File: src/rtl/branch_hazard_ctrl.sv
`default_nettype none
// ============================================================================
// Module  : branch_hazard_ctrl
// Purpose : load-use bubble and resolution-driven branch hold for the MIPS pipe
// Rev     : 1.0
// ============================================================================
module branch_hazard_ctrl #(
  parameter int MAX_WAIT = 7
) (
  input  logic        clk,
  input  logic        rst,
  input  logic [5:0]  I_id_opcode,
  input  logic [5:0]  I_id_func,
  input  logic [4:0]  I_id_rs,
  input  logic [4:0]  I_id_rt,
  input  logic        I_ex_memread,
  input  logic [4:0]  I_ex_rt,
  input  logic        I_br_resolved,
  output logic        O_pc_stall,
  output logic        O_ifid_stall,
  output logic        O_ifid_flush,
  output logic        O_idex_bubble,
  output logic        O_busy,
  output logic        O_timeout,
  output logic [15:0] O_stall_cnt
);

  typedef enum logic [0:0] {
    ST_IDLE    = 1'b0,
    ST_BR_WAIT = 1'b1
  } state_t;

  localparam logic [3:0] c_WAIT_LAST = 4'(MAX_WAIT - 1);

  state_t      r_state;
  state_t      w_next;
  logic [3:0]  r_wait_cnt;
  logic [3:0]  w_wait_cnt_next;
  logic        r_timeout;
  logic        w_timeout_set;
  logic [15:0] r_stall_cnt;

  logic w_ct;
  logic w_lu;
  logic w_pc_stall;
  logic w_ifid_stall;
  logic w_ifid_flush;
  logic w_idex_bubble;

  always_comb begin
    w_ct = 1'b0;
    case (I_id_opcode)
      6'b000100, 6'b000101, 6'b000110, 6'b000111,
      6'b000010, 6'b000011: w_ct = 1'b1;
      6'b000000:            w_ct = (I_id_func == 6'b001000) || (I_id_func == 6'b001001);
      default:              w_ct = 1'b0;
    endcase
  end

  assign w_lu = I_ex_memread && (I_ex_rt != 5'd0) &&
                ((I_ex_rt == I_id_rs) || (I_ex_rt == I_id_rt));

  always_ff @(posedge clk or posedge rst) begin
    if (rst) begin
      r_state    <= ST_IDLE;
      r_wait_cnt <= 4'd0;
    end else begin
      r_state    <= w_next;
      r_wait_cnt <= w_wait_cnt_next;
    end
  end

  always_comb begin
    w_next          = r_state;
    w_wait_cnt_next = r_wait_cnt;
    w_timeout_set   = 1'b0;
    w_pc_stall      = 1'b0;
    w_ifid_stall    = 1'b0;
    w_ifid_flush    = 1'b0;
    w_idex_bubble   = 1'b0;
    case (r_state)
      ST_IDLE: begin
        // Load-use wins: the branch stays in ID and is seen again next cycle.
        if (w_lu) begin
          w_pc_stall    = 1'b1;
          w_ifid_stall  = 1'b1;
          w_idex_bubble = 1'b1;
        end else if (w_ct) begin
          w_pc_stall      = 1'b1;
          w_ifid_flush    = 1'b1;
          w_next          = ST_BR_WAIT;
          w_wait_cnt_next = 4'd0;
        end
      end
      ST_BR_WAIT: begin
        w_ifid_flush = 1'b1;
        w_pc_stall   = !I_br_resolved;
        if (I_br_resolved) begin
          w_next = ST_IDLE;
        end else if (r_wait_cnt == c_WAIT_LAST) begin
          w_next        = ST_IDLE;
          w_timeout_set = 1'b1;
        end else begin
          w_wait_cnt_next = r_wait_cnt + 4'd1;
        end
      end
      default: w_next = ST_IDLE;
    endcase
  end

  always_ff @(posedge clk or posedge rst) begin
    if (rst) begin
      r_timeout   <= 1'b0;
      r_stall_cnt <= 16'd0;
    end else begin
      if (w_timeout_set) begin
        r_timeout <= 1'b1;
      end
      if (w_pc_stall && (r_stall_cnt != 16'hFFFF)) begin
        r_stall_cnt <= r_stall_cnt + 16'd1;
      end
    end
  end

  // Pipeline controls are forced quiet while reset is held.
  assign O_pc_stall    = w_pc_stall    & ~rst;
  assign O_ifid_stall  = w_ifid_stall  & ~rst;
  assign O_ifid_flush  = w_ifid_flush  & ~rst;
  assign O_idex_bubble = w_idex_bubble & ~rst;
  assign O_busy        = (r_state == ST_BR_WAIT);
  assign O_timeout     = r_timeout;
  assign O_stall_cnt   = r_stall_cnt;

endmodule
`default_nettype wire

File: config.mk
export PLATFORM = sky130hd
export DESIGN_NAME = branch_hazard_ctrl
export DESIGN_NICKNAME = d
export VERILOG_FILES = /design/src/rtl/branch_hazard_ctrl.sv
export SDC_FILE = /design/constraint.sdc
export NUM_CORES = 1
export LEC_CHECK = 0
export CAP_MARGIN = 20
export CORE_ASPECT_RATIO = 1.2
export CORE_MARGIN = 3
export CORE_UTILIZATION = 44
export CTS_BUF_LIST = sky130_fd_sc_hd__clkbuf_4 sky130_fd_sc_hd__clkbuf_8
export DETAILED_ROUTE_END_ITERATION = 8
export PLACE_DENSITY_LB_ADDON = 0.05
export SLEW_MARGIN = 30
export SYNTH_ARGS = -nofsm -noshare
export SYNTH_HDL_FRONTEND = slang
export SYNTH_SLANG_ARGS = --single-unit
File: constraint.sdc
create_clock -name clk -period 2.66 [get_ports clk]
set_input_delay 0.399 -clock clk [delete_from_list [all_inputs] [get_ports clk]]
set_output_delay 0.399 -clock clk [all_outputs]
set_load 0.03 [all_outputs]
# Word-level counts from Yosys, hierarchy flattened
# Cells that the tools add are included.
[classes] reduce_logical=10 n_bitwise=5 muxes=19 eq_ne=16 addsub=2
[ops] cell="== test 6 x 3 -> 1 bit (second input constant)" n=4
[ops] cell="adder 16 x 1 -> 16 bit (second input constant)" n=1
[ops] cell="2-to-1 mux 4 bit" n=4
[ops] cell="inequality test 16 bit (second input constant)" n=1
[ops] cell="== test 6 x 2 -> 1 bit (second input constant)" n=2
[ops] cell="== test 6 x 4 -> 1 bit (second input constant)" n=2
[ops] cell="== test 5 bit" n=2
[ops] cell="2-to-1 mux 1 bit" n=10
[ops] cell="inequality test 2 bit (second input constant)" n=4
[ops] cell="case mux 1 bit (2 select lines)" n=4
[ops] cell="case mux 4 bit (2 select lines)" n=1
[ops] cell="logical NOT 6 bit" n=1
[ops] cell="OR reduction 6 bit" n=1
[ops] cell="nonzero test 5 bit" n=1
[ops] cell="adder 4 x 1 -> 4 bit (second input constant)" n=1
[ops] cell="== test 4 x 3 -> 1 bit (second input constant)" n=1
[ops] cell="AND reduction 4 bit" n=1
[ops] cell="AND 1 bit" n=3
[ops] cell="logical AND 1 bit" n=3
[ops] cell="logical OR 1 bit" n=2
[ops] cell="NOT 1 bit" n=2
[ops] cell="logical NOT 1 bit" n=1
[word_totals] word_cells=56 in_bits=31 ff_bits=22 out_inout_bits=22

# Logic depth before layout (Yosys ltp)
# Gate-level depths: netlist (run 1).
[logic_depth] ltp_word=7 depth_mapped=8 mapped_depth_nobuf=7

# Worst setup path before layout (run 1)
# OpenSTA, ideal clock, no wires.
[synth_path] kind="input to output" from="input port I_ex_rt[1]" to="output port O_ifid_flush" path_slack_ps=444 n_path_buf=0 t_arrival_ps=1817 required_ps=2261 path_stages=6 cell_sequence="or4_1 -> o21ai_2 -> and2b_1 -> nor2_1 -> nor2_1 -> nor2_1"
[synth_between] elab_chain_len=6 elab_cells_between_ends=9 cone_classes="2 x eq/ne; 2 x mux; 1 x bitwise; 4 x reduce/logical"
[synth_lines] element="start: declaration" line="17" text="input logic [4:0] I_ex_rt,"
[synth_lines] element="== test 5 bit or nonzero test 5 bit (tied branches)" line="61, 60"
[synth_lines] element="logical OR 1 bit or logical AND 1 bit (tied branches)" line="61, 60"
[synth_lines] element="logical AND 1 bit (*)" line="60" text="assign w_lu = I_ex_memread && (I_ex_rt != 5'd0) &&"
[synth_lines] element="2-to-1 mux 1 bit (*)" line="84" text="if (w_lu) begin"
[synth_lines] element="case mux 1 bit (2 select lines) (*)" line="81" text="case (r_state)"
[synth_lines] element="AND 1 bit (*)" line="128" text="assign O_ifid_flush = w_ifid_flush & ~rst;"
[synth_lines] element="end: declaration" line="21" text="output logic O_ifid_flush,"
# Mark *: on every way between the ends. The rest lies on a longest branch, timed or not.

# Worst setup path after layout (run 1)
[layout_path] from="input port I_ex_rt[1]" to="output port O_ifid_stall"
[layout_between] elab_chain_len=6 elab_cells_between_ends=9 cone_classes="2 x eq/ne; 2 x mux; 1 x bitwise; 4 x reduce/logical"
[layout_lines] element="== test 5 bit or nonzero test 5 bit (tied branches)" line="61, 60"
[layout_lines] element="logical OR 1 bit or logical AND 1 bit (tied branches)" line="61, 60"
[layout_lines] element="logical AND 1 bit (*)" line="60"
[layout_lines] element="2-to-1 mux 1 bit (*)" line="84"
[layout_lines] element="2-to-1 mux 1 bit (*)" line="81"
[layout_lines] element="AND 1 bit (*)" line="127" text="assign O_ifid_stall = w_ifid_stall & ~rst;"
[layout_lines] element="end: declaration" line="20" text="output logic O_ifid_stall,"
# Marked as above.

==> results.sh, run 1 <==
export IMPL_clock_sinks=22
export IMPL_use_met2_pct=32.69
export IMPL_p_leak_nw=0.8242
export IMPL_multiInputGateArea_um2=726.9
export IMPL_skew_ns=0.01030
export IMPL_worst_pin_slew_ns=0.4300
export IMPL_switching_share_pct=33.61
export IMPL_drt_first_pass_iters=4
export IMPL_coreArea_um2=2678
export IMPL_via_per_inst=5.156
export IMPL_synth_xor_area_share_pct=17.60
export IMPL_period_share_pct=97.09
export IMPL_finalSetupViolations=0
export IMPL_synth_fa_ha_area_share_pct=2.901
export IMPL_synth_top_family_by_area="simple AND/OR/NAND/NOR gates"
export IMPL_net_switching_power_uw=363.1
export IMPL_maxCapViolations=0
export IMPL_cts_max_path_buffers=2
export IMPL_cts_buffers_inserted=3
export IMPL_io_pins=53
export IMPL_hpwlAfterDp_mm=2.402
export IMPL_wl_per_cell_um=14.48
export IMPL_grtUsageMet3_pct=4.126
export IMPL_p_int_uw=717.1
export IMPL_grt_first_pass_wirelength_mm=5.244
export IMPL_cts_tree="yes"
export IMPL_path_clk_slew_ns=0.13
export IMPL_drc_errors=0
export IMPL_p_comb_share_pct=34.0
export IMPL_dpl_cell_area_um2=1854
export IMPL_clk_insertion_delay_late_ns=0.32
export IMPL_synthesis_instances=122
export IMPL_grt_max_degree=23
export IMPL_synth_compound_area_share_pct=6.867
export IMPL_globalRouteOverflowTotal=0
export IMPL_initial_core_util_pct=48.32
export IMPL_slew_headroom_pct=71.33
export IMPL_synthDistinctLibCells=34
export IMPL_vias=1093
export IMPL_power_density_nw_per_um2=558.4
export IMPL_place_congestion=0.8239
export IMPL_fmax_mhz=387.2
export IMPL_syn_cell_area_um2=1294
export IMPL_rows=20
export IMPL_yosys_area_share_simple_pct=24.66
export IMPL_grt_busiest_layer="met2"
export IMPL_seqCellArea_um2=550.5
export IMPL_r2r_slack_ns=0.42
export IMPL_gr_usage_met1_pct=20.12
export IMPL_synth_nets=156
export IMPL_drt_wl_total_mm=3.070
export IMPL_postLayoutSetupSlackWorst_ns=0.07728
export IMPL_hp_class="primary input to asynchronous set/reset pin"
export IMPL_pwr_share_seq_pct=42.1
export IMPL_grt_total_usage_pct=18.09
export IMPL_drive_gt1_share_pct=14.53
export IMPL_hold_violations=0
export IMPL_cts_root_buf="clkbuf_4"
export IMPL_ir_worst_vdd_mv=0.6054
export IMPL_cts_htree_levels=1
export IMPL_final_max_slew_viol_count=0
export IMPL_fillers=202
export IMPL_ant_nets=0
export IMPL_die_h_um=65.40
export IMPL_cp_end_kind="output port"
export IMPL_ys_warnings_count=0
export IMPL_path_class="primary input to output port"
export IMPL_die_area_um2=3630
export IMPL_ys_ff_latch=22
export IMPL_syn_avg_cell_area_um2=10.60
export IMPL_ys_seq_area_share_pct=42.55
export IMPL_arrival_ns=2.18
export IMPL_num_nets_final=214
export IMPL_outcome="finished, final reports clean"
export IMPL_numPortBuffers=51
export IMPL_grt_antenna_before_repair=0
export IMPL_postLayoutCellArea_um2=1934
export IMPL_place_ws_ns=-0.1559
export IMPL_grt_pass1_vias=1143
export IMPL_crit_fanout=2
export IMPL_worstSetupStartpointType="primary input"
export IMPL_period_needed_ns=2.583
export IMPL_synthMuxAreaShare_pct=2.515
export IMPL_p_clk_share_pct=23.9
export IMPL_die_w_um=55.50
export IMPL_syn_to_final_growth_pct=49.52
export IMPL_required_ns=2.26
export IMPL_drt_iter0_drc=22
export IMPL_antenna_cells=0
[area by class of cell]
class / instances / area share, %
multi-input combinational: 93 / 37.58
timing repair buffer: 57 / 28.53
sequential: 22 / 28.46
tap: 33 / 2.135
clock inverter: 1 / 1.552
clock buffer: 3 / 1.164
inverter: 3 / 0.5821
[stage by stage]
stage | hold slack, ns | cells | setup TNS, ns | power, mW | utilization [%]
2_1_floorplan | 0.3935 | 122 | 0 | 0.6602 | -
3_3_place_gp | 0.4634 | 207 | -0.4113 | 0.8167 | 69.25
4_1_cts | 0.4813 | 211 | 0 | 1.087 | 71.07
5_1_grt | 0.4930 | 212 | -0.0001714 | 1.143 | 72.24
3_5_place_dp | 0.4739 | 207 | -0.4558 | 0.8286 | 69.25
6_report | 0.4719 | 212 | 0 | 1.080 | 72.24
[sequential cells by signal, summed over array words and instances (netlist names)]
name	count
r_wait_cnt	4
O_timeout	1
O_busy	1
O_stall_cnt	16
[power by group through the flow]
stage          combinational, mW  clock [mW]  sequential [mW]
2_1_floorplan              0.136           0            0.524
3_3_place_gp               0.360           0            0.457
3_5_place_dp               0.369           0            0.460
4_1_cts                    0.368       0.264            0.455
5_1_grt                    0.398       0.279            0.466
6_report                   0.367       0.259            0.455
[logic make-up after synthesis]
| group | after synthesis |
|---|---|
| xor gates and xnor gates | 26 |
| AOI/OAI and AO/OA | 8 |
| DFF | 22 |
| adders and majority gates | 3 |
| and+or+nand+nor | 53 |
| muxes | 3 |
| buffers and inverters | 7 |
[worst max-delay path, stage by stage]
cell             delay, ns
clkdlybuf4s50_1       0.43
or4_4                 0.56
o21ai_4               0.17
nor2_2                0.07
and3_1                0.20
dlygate4sd2_1         0.35
[synthesized netlist by cell type]
cell type	count	area (um2)
xnor2_1	25	219.0
dfrtp_1	22	550.5
nor2_1	11	41.29
nand3_1	10	50.05
nand2_1	8	30.03
and3_1	4	25.02
ha_1	3	37.54
inv_1	3	11.26
nand2b_1	3	18.77
nand4_2	3	37.54
or4_1	3	22.52
clkbuf_1	2	7.510
mux2_1	2	22.52
nand4_1	2	12.51
o21ai_2	2	17.52
a211oi_1	1	7.510
a21oi_4	1	16.27
a31oi_4	1	21.27
and2_4	1	8.760
and2b_1	1	7.510
and3_4	1	11.26
and4_1	1	8.760
and4bb_1	1	12.51
buf_4	1	7.510
buf_6	1	11.26
mux2i_1	1	10.01
nand3b_1	1	7.510
nor2_2	1	6.260
nor3_2	1	10.01
nor4b_1	1	8.760
o21bai_1	1	7.510
o22ai_1	1	6.260
o22ai_2	1	12.51
xor2_1	1	8.760
[worst paths after layout]
path / to / depth (start not counted) / startpoint
max: O_ifid_stall / 6 / I_ex_rt[1]
min: r_wait_cnt[2]$_DFFE_PP0P_ / 3 / rst
max reg2reg: O_stall_cnt[1]$_DFFE_PP0P_ / 6 / O_busy$_DFF_PP0_
min reg2reg: O_stall_cnt[9]$_DFFE_PP0P_ / 1 / O_stall_cnt[9]$_DFFE_PP0P_
max in group asynchronous: O_stall_cnt[8]$_DFFE_PP0P_ / 3 / rst
min in group clk: O_stall_cnt[9]$_DFFE_PP0P_ / 1 / O_stall_cnt[9]$_DFFE_PP0P_
[repair_timing]
| item | in CTS | in global routing |
|---|---|---|
| endpoints found under the hold margin | 0 | 0 |
| endpoints found under the setup margin | 3 | 1 |
| buffers inserted | 0 | 1 |
| hold buffers | 0 | 0 |
| gates resized for setup | 3 | 5 |
| pin swaps | 0 | 1 |
[per-layer routing]
layer  wire (um)  up-vias
met1        1244      520
li1            -      532
met4          63        0
met2        1584       36
met3         178        5
met5           0        -
[layout by cell type (no fill, tap or decap), drive strengths merged, types with 2 or more instances in the layout]
cell and count:
clkdlybuf4s50 46, xnor2 25, dfrtp 22, nor2 12, nand3 10, nand2 8, buf 7, and3 5
nand4 5, nand2b 3, inv 3, ha 3, clkbuf 3, dlygate4sd2 3, or4 3, mux2 2
o22ai 2, o21ai 2
Note: power is estimated with default switching activity, not from simulation.
==> run 2: changes to the inputs <==
Settings changed: CORE_MARGIN 3 to 2.
==> run 2 against run 1 <==
  * Clock power is 3% lower
  * Non-clock buffer count unchanged
  * Register-to-register slack about the same
  * Die area is 6.6% lower
  * Final cell count rose by 0.47%
  * Via count decreased by 1.7%
  * Clock skew shrank 0.0013 ns
  * Flip-flop and latch count unchanged
  * Routed wire length is 8.5% lower
  * Critical endpoint unchanged
==> results.sh, run 2 (synthesis gave the netlist of run 1 again) <==
export IMPL_net_switching_power_uw=351.9
export IMPL_cts_tree="yes"
export IMPL_layout_cells_non_filler=213
export IMPL_crit_fanout=3
export IMPL_period_share_pct=95.75
export IMPL_period_needed_ns=2.547
export IMPL_cts_max_path_buffers=2
export IMPL_p_leak_nw=0.8112
export IMPL_worstSetupStartpointType="primary input"
export IMPL_cts_htree_levels=1
export IMPL_dpl_cell_area_um2=1863
export IMPL_ir_worst_vdd_mv=0.5340
export IMPL_power_density_nw_per_um2=555.8
export IMPL_clock_sinks=22
export IMPL_rows=21
export IMPL_timing_hold_ws_ns=0.4916
export IMPL_drt_iter0_drc=11
export IMPL_reg2regPathDepth=6
export IMPL_drt_wl_total_mm=2.810
export IMPL_place_congestion=0.7588
export IMPL_reg2reg_from="O_busy$_DFF_PP0_"
export IMPL_path_clk_slew_ns=0.12
export IMPL_seqCellArea_um2=550.5
export IMPL_p_comb_share_pct=34.0
export IMPL_hold_violations=0
export IMPL_crit_end="O_ifid_stall"
export IMPL_skew_ns=0.008953
export IMPL_coreArea_um2=2785
export IMPL_antenna_cells=0
export IMPL_cts_buffers_inserted=3
export IMPL_hpwlAfterDp_mm=2.253
export IMPL_grt_max_degree=23
export IMPL_grt_first_pass_wirelength_mm=4.892
export IMPL_wl_per_cell_um=13.19
export IMPL_postLayoutCellArea_um2=1923
export IMPL_crit_path_start="I_ex_rt[3]"
export IMPL_grt_antenna_before_repair=0
export IMPL_rsz0062_at_grt="false"
export IMPL_path_class="primary input to output port"
export IMPL_cp_end_kind="output port"
export IMPL_multiInputGateArea_um2=716.9
export IMPL_r2r_end="O_stall_cnt[1]$_DFFE_PP0P_"
export IMPL_arrival_ns=2.15
export IMPL_worst_pin_slew_ns=0.4234
export IMPL_io_pins=53
export IMPL_fillers=227
export IMPL_drc_errors=0
export IMPL_die_h_um=63.40
export IMPL_required_ns=2.26
export IMPL_drt_first_pass_iters=4
export IMPL_drive_gt1_share_pct=13.97
export IMPL_ant_nets=0
export IMPL_largest_reg_flops=16
export IMPL_r2r_slack_ns=0.42
export IMPL_final_setup_tns_ns=0
export IMPL_final_common_cell="clkdlybuf4s50_1"
export IMPL_place_ws_ns=-0.1414
export IMPL_finalSetupViolations=0
export IMPL_grt_total_usage_pct=19.28
export IMPL_clk_insertion_delay_late_ns=0.31
export IMPL_outcome="finished, final reports clean"
export IMPL_die_area_um2=3392
export IMPL_final_max_slew_viol_count=0
export IMPL_syn_to_final_growth_pct=48.65
export IMPL_numPortBuffers=51
export IMPL_hold_buffers=0
export IMPL_postLayoutSetupSlackWorst_ns=0.1130
export IMPL_switching_share_pct=32.92
export IMPL_final_cell_mix="clkdlybuf4s50_1, xnor2_1, dfrtp_1"
export IMPL_via_per_inst=5.042
export IMPL_globalRouteOverflowTotal=0
export IMPL_slew_headroom_pct=71.77
export IMPL_p_clk_share_pct=23.5
export IMPL_vias=1074
export IMPL_initial_core_util_pct=46.45
export IMPL_cts_root_buf="clkbuf_4"
export IMPL_place_inst=209
export IMPL_hp_class="primary input to asynchronous set/reset pin"
export IMPL_maxCapViolations=0
export IMPL_num_nets_final=214
export IMPL_fmax_mhz=392.6
export IMPL_pwr_share_seq_pct=42.4
export IMPL_die_w_um=53.50
export IMPL_p_int_uw=716.9
export IMPL_grt_pass1_vias=1140
[run 2: changes by cell type in the layout (fill, tap and decap cells not counted), sizes merged]
cell / change
clkdlybuf4s50: +1
dlymetal6s2s: -1
[run 2: how the worst min path moves through the flow]
| stage | from | end | slack [ns] | cells past startpoint |
|---|---|---|---|---|
| detailed placement | O_timeout$_DFFE_PP0P_ | O_timeout$_DFFE_PP0P_ | 0.46 | 1 |
| CTS | rst | O_busy$_DFF_PP0_ | 0.49 | 3 |
| floorplan | rst | O_busy$_DFF_PP0_ | 0.39 | 1 |
| finish | rst | r_wait_cnt[3]$_DFFE_PP0P_ | 0.49 | 3 |
| global placement | O_timeout$_DFFE_PP0P_ | O_timeout$_DFFE_PP0P_ | 0.46 | 1 |
| global route | O_stall_cnt[9]$_DFFE_PP0P_ | O_stall_cnt[9]$_DFFE_PP0P_ | 0.53 | 1 |
[run 2: cell type report]
cell class | instances | area share, %
Inverter | 3 | 0.5856
Clock inverter | 1 | 1.561
Clock buffer | 3 | 1.171
Sequential cell | 22 | 28.63
Tap cell | 34 | 2.212
Timing Repair Buffer | 57 | 28.56
Multi-Input combinational cell | 93 | 37.28
[run 2: worst max-delay path, cell delays in order]
cell             delay, ns
clkdlybuf4s50_1       0.46
or4_1                 0.51
o21ai_2               0.17
nor2_2                0.07
and3_1                0.19
dlygate4sd2_1         0.35
[run 2: metrics by stage]
stage                     power [mW]  utilization, %
after floorplan               0.6602               -
after global placement        0.8160           66.89
after detailed placement      0.8303           66.89
after CTS                      1.080           68.64
after global routing           1.128           69.05
final                          1.069           69.05
[run 2: power groups by stage]
stage	combinational, mW	clock, mW	sequential [mW]
after floorplan	0.136	0	0.524
after global placement	0.359	0	0.457
after detailed placement	0.370	0	0.461
after CTS	0.369	0.257	0.454
after global routing	0.396	0.267	0.465
final	0.364	0.251	0.454
[run 2: timing repair]
item,4_1_cts,5_1_grt
resized for setup,3,2
setup buffers,0,0
endpoints found under the setup margin,3,1
cloned,0,0
[run 2: metal layers]
metal,track usage [%],up-vias,share of wire [%]
met5,0,-,0
met4,8.654,0,1.8
met3,2.370,4,7.4
met2,34.10,34,51
met1,22.19,504,39
li1,-,532,-
